==> config.mk <==
export PLATFORM = sky130hd
export DESIGN_NAME = ysyx_25070198_mem_arbiter
export DESIGN_NICKNAME = d
export VERILOG_FILES = /design/src/rtl/ysyx_25070198_pkg.sv /design/src/rtl/ysyx_25070198_prio_sel.sv /design/src/rtl/ysyx_25070198_mem_arbiter.sv
export SDC_FILE = /design/constraint.sdc
export NUM_CORES = 1
export LEC_CHECK = 0
export ABC_CLOCK_PERIOD_IN_PS = 2800
export CORE_AREA = 2 2 108 110
export CTS_BUF_LIST = sky130_fd_sc_hd__clkbuf_4
export DETAILED_ROUTE_END_ITERATION = 6
export DIE_AREA = 0 0 110 112
export HOLD_SLACK_MARGIN = 0.1
export PLACE_DENSITY_LB_ADDON = 0.3
export SETUP_SLACK_MARGIN = 0.4
export SKIP_CTS_REPAIR_TIMING = 1
export SYNTH_ARGS = -nofsm -noshare
export SYNTH_HDL_FRONTEND = slang
export SYNTH_HIERARCHICAL = 1
export SYNTH_SLANG_ARGS = --single-unit
==> constraint.sdc <==
create_clock -name clk -period 2.8 [get_ports clk]
set_input_delay 0.56 -clock clk [delete_from_list [all_inputs] [get_ports clk]]
set_output_delay 0.56 -clock clk [all_outputs]
set_load 0.02 [all_outputs]
==> src/rtl/ysyx_25070198_pkg.sv <==
// Shared types and widths for the NPC memory arbiter slice.
package ysyx_25070198_pkg;

  localparam int XLEN    = 32;
  localparam int MASK_W  = 4;
  localparam int GNT_IFU = 0;
  localparam int GNT_LSU = 1;

  typedef enum logic [1:0] {
    IDLE = 2'd0,
    REQ  = 2'd1,
    WAIT = 2'd2
  } state_t;

  typedef enum logic {
    OWN_IFU = 1'b0,
    OWN_LSU = 1'b1
  } owner_t;

endpackage

==> src/rtl/ysyx_25070198_prio_sel.sv <==
// Fixed-priority (LSU over IFU) selector with a starvation override for fetch.
module ysyx_25070198_prio_sel
  import ysyx_25070198_pkg::*;
#(
  parameter int STARVE_MAX = 4,
  parameter int CNT_W      = $clog2(STARVE_MAX + 1)
) (
  input  logic             ifu_valid,
  input  logic             lsu_valid,
  input  logic [CNT_W-1:0] starve_cnt,
  output logic [1:0]       grant,
  output logic [CNT_W-1:0] starve_next
);

  localparam logic [CNT_W-1:0] CNT_MAX = CNT_W'(STARVE_MAX);
  localparam logic [CNT_W-1:0] CNT_ONE = CNT_W'(1);

  logic force_ifu;

  assign force_ifu = ifu_valid && (starve_cnt == CNT_MAX);

  // grant decision and counter update; counter only advances while fetch is waiting
  always_comb begin
    grant       = 2'b00;
    starve_next = starve_cnt;
    if (lsu_valid && !force_ifu) begin
      grant[GNT_LSU] = 1'b1;
      if (ifu_valid) begin
        starve_next = (starve_cnt == CNT_MAX) ? starve_cnt : (starve_cnt + CNT_ONE);
      end else begin
        starve_next = '0;
      end
    end else if (ifu_valid) begin
      grant[GNT_IFU] = 1'b1;
      starve_next    = '0;
    end else begin
      starve_next = '0;
    end
  end

endmodule

==> src/rtl/ysyx_25070198_mem_arbiter.sv <==
// Shares the single memory port between IFU and LSU with one outstanding transaction.
module ysyx_25070198_mem_arbiter
  import ysyx_25070198_pkg::*;
#(
  parameter int STARVE_MAX = 4
) (
  input  logic              clk,
  input  logic              rst,
  input  logic              ifu_req_valid,
  output logic              ifu_req_ready,
  input  logic [XLEN-1:0]   ifu_addr,
  output logic              ifu_resp_valid,
  output logic [XLEN-1:0]   ifu_rdata,
  input  logic              lsu_req_valid,
  output logic              lsu_req_ready,
  input  logic [XLEN-1:0]   lsu_addr,
  input  logic              lsu_wen,
  input  logic [XLEN-1:0]   lsu_wdata,
  input  logic [MASK_W-1:0] lsu_wmask,
  output logic              lsu_resp_valid,
  output logic [XLEN-1:0]   lsu_rdata,
  output logic              mem_req_valid,
  input  logic              mem_req_ready,
  output logic [XLEN-1:0]   mem_addr,
  output logic              mem_wen,
  output logic [XLEN-1:0]   mem_wdata,
  output logic [MASK_W-1:0] mem_wmask,
  input  logic              mem_resp_valid,
  input  logic [XLEN-1:0]   mem_rdata,
  output logic              proto_err
);

  localparam int CNT_W = $clog2(STARVE_MAX + 1);

  state_t            state_r, state_next_s;
  owner_t            owner_r;
  logic [XLEN-1:0]   addr_r, wdata_r;
  logic              wen_r;
  logic [MASK_W-1:0] wmask_r;
  logic [CNT_W-1:0]  starve_cnt_r, starve_next_s;
  logic [1:0]        grant_s;
  logic              accept_ifu_s, accept_lsu_s;
  logic              proto_err_r;

  ysyx_25070198_prio_sel #(
    .STARVE_MAX (STARVE_MAX),
    .CNT_W      (CNT_W)
  ) u_prio_sel (
    .ifu_valid   (ifu_req_valid),
    .lsu_valid   (lsu_req_valid),
    .starve_cnt  (starve_cnt_r),
    .grant       (grant_s),
    .starve_next (starve_next_s)
  );

  // a grant only exists for a valid requester, so a grant in IDLE is a handshake
  assign accept_ifu_s = (state_r == IDLE) && grant_s[GNT_IFU];
  assign accept_lsu_s = (state_r == IDLE) && grant_s[GNT_LSU];

  // FSM state register
  always_ff @(posedge clk) begin
    if (rst) begin
      state_r <= IDLE;
    end else begin
      state_r <= state_next_s;
    end
  end

  // next-state and handshake outputs
  always_comb begin
    state_next_s   = state_r;
    ifu_req_ready  = 1'b0;
    lsu_req_ready  = 1'b0;
    mem_req_valid  = 1'b0;
    ifu_resp_valid = 1'b0;
    lsu_resp_valid = 1'b0;
    case (state_r)
      IDLE: begin
        ifu_req_ready = grant_s[GNT_IFU];
        lsu_req_ready = grant_s[GNT_LSU];
        if (grant_s != 2'b00) begin
          state_next_s = REQ;
        end else begin
          state_next_s = IDLE;
        end
      end
      REQ: begin
        mem_req_valid = 1'b1;
        if (mem_req_ready) begin
          state_next_s = WAIT;
        end else begin
          state_next_s = REQ;
        end
      end
      WAIT: begin
        if (mem_resp_valid) begin
          ifu_resp_valid = (owner_r == OWN_IFU);
          lsu_resp_valid = (owner_r == OWN_LSU);
          state_next_s   = IDLE;
        end else begin
          state_next_s = WAIT;
        end
      end
      default: begin
        state_next_s = IDLE;
      end
    endcase
  end

  // request latch; a fetch carries no write data or byte enables
  always_ff @(posedge clk) begin
    if (rst) begin
      owner_r <= OWN_IFU;
      addr_r  <= '0;
      wen_r   <= 1'b0;
      wdata_r <= '0;
      wmask_r <= '0;
    end else if (accept_lsu_s) begin
      owner_r <= OWN_LSU;
      addr_r  <= lsu_addr;
      wen_r   <= lsu_wen;
      wdata_r <= lsu_wdata;
      wmask_r <= lsu_wmask;
    end else if (accept_ifu_s) begin
      owner_r <= OWN_IFU;
      addr_r  <= ifu_addr;
      wen_r   <= 1'b0;
      wdata_r <= '0;
      wmask_r <= '0;
    end
  end

  // starvation counter only moves on IDLE cycles
  always_ff @(posedge clk) begin
    if (rst) begin
      starve_cnt_r <= '0;
    end else if (state_r == IDLE) begin
      starve_cnt_r <= starve_next_s;
    end
  end

  // sticky flag for responses arriving when nothing is outstanding
  always_ff @(posedge clk) begin
    if (rst) begin
      proto_err_r <= 1'b0;
    end else if (mem_resp_valid && (state_r != WAIT)) begin
      proto_err_r <= 1'b1;
    end
  end

  assign mem_addr  = addr_r;
  assign mem_wen   = wen_r;
  assign mem_wdata = wdata_r;
  assign mem_wmask = wmask_r;
  assign ifu_rdata = mem_rdata;
  assign lsu_rdata = mem_rdata;
  assign proto_err = proto_err_r;

endmodule

==> results.md <==
* Status: finished, final reports clean
* Most frequent cell after synthesis: dfxtp_1
* # rows at 39
* Largest net degree at the start of global routing at 45
* DR WL/cell at roughly 15 microns
* Syn Inst Count at 428
* Critical Path RT at 2.24 ns
* Critical path peak fanout at 7
* FF-to-FF End: mem_addr[12]
* TritonCTS Buffers at 9
* Max-cap viol count at 0
* Worst Hold Depth at 2
* Antenna violations before repair at 0
* R2r worst-path depth at 8
* Final #Nets at 675
* Clock skew at approximately 0.015 ns
* Vias at 3,280
* Tcrit/Tclk final at 0.8188
* Top FF cell, synth: dfxtp_1
* Final ANT Viol Nets at 0
* Fmax at between 400 and 500 MHz
* Synthesis warning total at 6
* Synth unique cells at 31
* Ant. Diodes at 0
* Total Wirelength at between 9000 and 10,000 microns
* Vias in the first global route at 3,362
* WS Path Type: flop to output pin
* Final Hold Fails at 0
* Critical Path Source Type: flop
* Commonest cells in the netlist: dfxtp_1, buf_4, nand2_1
* Root Driver: clkbuf_4
* Yosys top cell area share at 0.4267
* Synth async-reset ratio at 0
* First-pass DRT Iterations at 4
* Worst setup EP type: output pin
* Die Ht at 112 microns
* Vias per cell at between 4 and 5
* Placed insts at 666
* All-Layer GR Usage at 0.1616
* Unrepaired setup endpoints after global routing: yes
* Total Power at 0.002620 W
* Clock slew at reported path FFs at 0.12 ns
* Fillers at 1,126
* Syn Area/Cell at between 8 and 9 sq um
* Flop-to-flop setup slack at between 0.7 and 0.8 ns
* Static Leakage at 1.911 nW
* HPWL Detailed at 7086 microns
* Syn Nets at between 500 and 600
* CTS tree: yes
* Ports at roughly 280
* Flops & latches, synth at between 70 and 80
* Global-route wire length before repair at 15,720 microns
* Port Buf Inserts at approximately 180
* Origin of the critical flop-to-flop path: starve_cnt_r[0]
* Peak VDD IR at 0.0002758 V
* Largest area contributor in the netlist: dfxtp_1
* Remaining DRCs at 0
* Final setup viols at 0
* Clock Sinks at 76
* Total core area at 11,170 sq um
* Seq. cell area at 1523 sq um
* Minimum clock period at 2.293 ns
* Die Area at between 10,000 and 15,000 sq um
* Initial DRC Count at between 100 and 150
* Critical path arrival at roughly 1.7 ns
* Slew at the pin with the worst max-slew slack at roughly 0.57 ns
* Die X at between 100 and 150 microns
* Cell area after synthesis at 3566 sq um
* Worst Hold Class: flop to flop
* Final setup TNS at 0 ns
* Register area share after synthesis at 0.4267
* Post-synth EDFFs at 0
* Ranking of synthesized cells by area: dfxtp_1, buf_4, a221oi_1, a21oi_1, o22ai_1
* Slew HR at 0.6193
* Layout area overhead at 44.49%
* Clock Path Buffers at 2
* Worst skew pair latency at 0.41 ns
* Total number of H-tree levels at 3
* Pre-CTS setup slack at 0.09865 ns
* Starting density of the core at 0.3191
* Final Max Slew Viols at 0
* Setup ws final at between 0.5 and 0.6 ns
* GRT overflow at 0
* Crit path from: state_r[0]
* Pwr Density at roughly 510 nW/um^2
* Layout cells sized above 1 at 0.06308
* Placer Congestion at 0.8274
* Hold_sp: mem_addr[27]
* Post-Layout Cell Count at 682
* Multi-input gate area at 1261 sq um
* Hold endpoint: mem_addr[27]
[through the flow]
step	instance area [sq um]	utilization	hold slack [ns]
after CTS	5149	0.4608	0.4765
after floorplan	3566	-	0.4530
after global routing	5152	0.4611	0.4954
after detailed placement	5019	0.4491	0.4586
final	5152	0.4611	0.4699
after global placement	5019	0.4491	0.4531
[critical path, stage by stage, from the launching register on]
cell and delay (ns):
dfxtp_1 0.47, nor2b_1 0.23, clkdlybuf4s50_1 0.63
[cells in the final DEF, fill, tap and decap left out, types with 2 or more instances in the layout]
master and count:
nand2_1 46, nand2b_1 6, clkinv_1 2, clkinv_2 2
clkdlybuf4s50_1 176, a21oi_1 42, nor3b_1 2, ha_1 2
o32ai_1 2, inv_1 35, a22oi_1 2, o21ai_0 35
buf_12 2, nor2b_1 2, nor2_1 4, dfxtp_1 75
buf_4 10, o22ai_1 30, o21ai_1 3, dlymetal6s2s_1 3
a221oi_1 31, clkbuf_4 10
[layer usage]
layer / part of all wire / track usage
met4: 0.018 / 0.07342
met3: 0.11 / 0.06792
met2: 0.49 / 0.2748
met1: 0.38 / 0.1711
met5: 0 / 0
[cell families (layout without fill, tap and decap cells)]
logic type,after synthesis,after routing,synth area share
simple gates,66,66,0.08456
flops,76,76,0.4267
fa+ha+maj,2,2,0.007016
compound gates,150,150,0.2604
buf+inv,134,245,0.2214
[layout make-up]
| type | instances | area share |
|---|---|---|
| timing repair buffer | 193 | 0.3735 |
| clock inverter | 6 | 0.01068 |
| multi-input combinational | 218 | 0.2448 |
| inverter | 36 | 0.02623 |
| clock buffer | 10 | 0.01457 |
| tap | 143 | 0.03473 |
| sequential | 76 | 0.2955 |
[state kept, by name, summed over array words and instances, names as in the netlist]
register,cells
owner_r,1
mem_wdata,32
proto_err,1
mem_wmask,4
mem_addr,32
state_r,2
mem_wen,1
starve_cnt_r,3
[worst max-delay path by stage]
stage | endpoint | slack [ns] | depth (start not counted)
6_report | mem_req_valid | 0.51 | 2
5_1_grt | ifu_req_ready | 0.30 | 7
4_1_cts | ifu_req_ready | -0.01 | 7
3_5_place_dp | ifu_req_ready | 0.1 | 5
3_3_place_gp | ifu_req_ready | 0.12 | 5
2_1_floorplan | lsu_req_ready | 0.82 | 6
[power breakdown]
group	internal, W	total [W]	switching (W)
sequential	0.00118	0.00122	0.0000481
combinational	0.000385	0.000750	0.000365
clock	0.000274	0.000646	0.000372
total	0.00184	0.00262	0.000785
(Power assumes the default switching activity.)
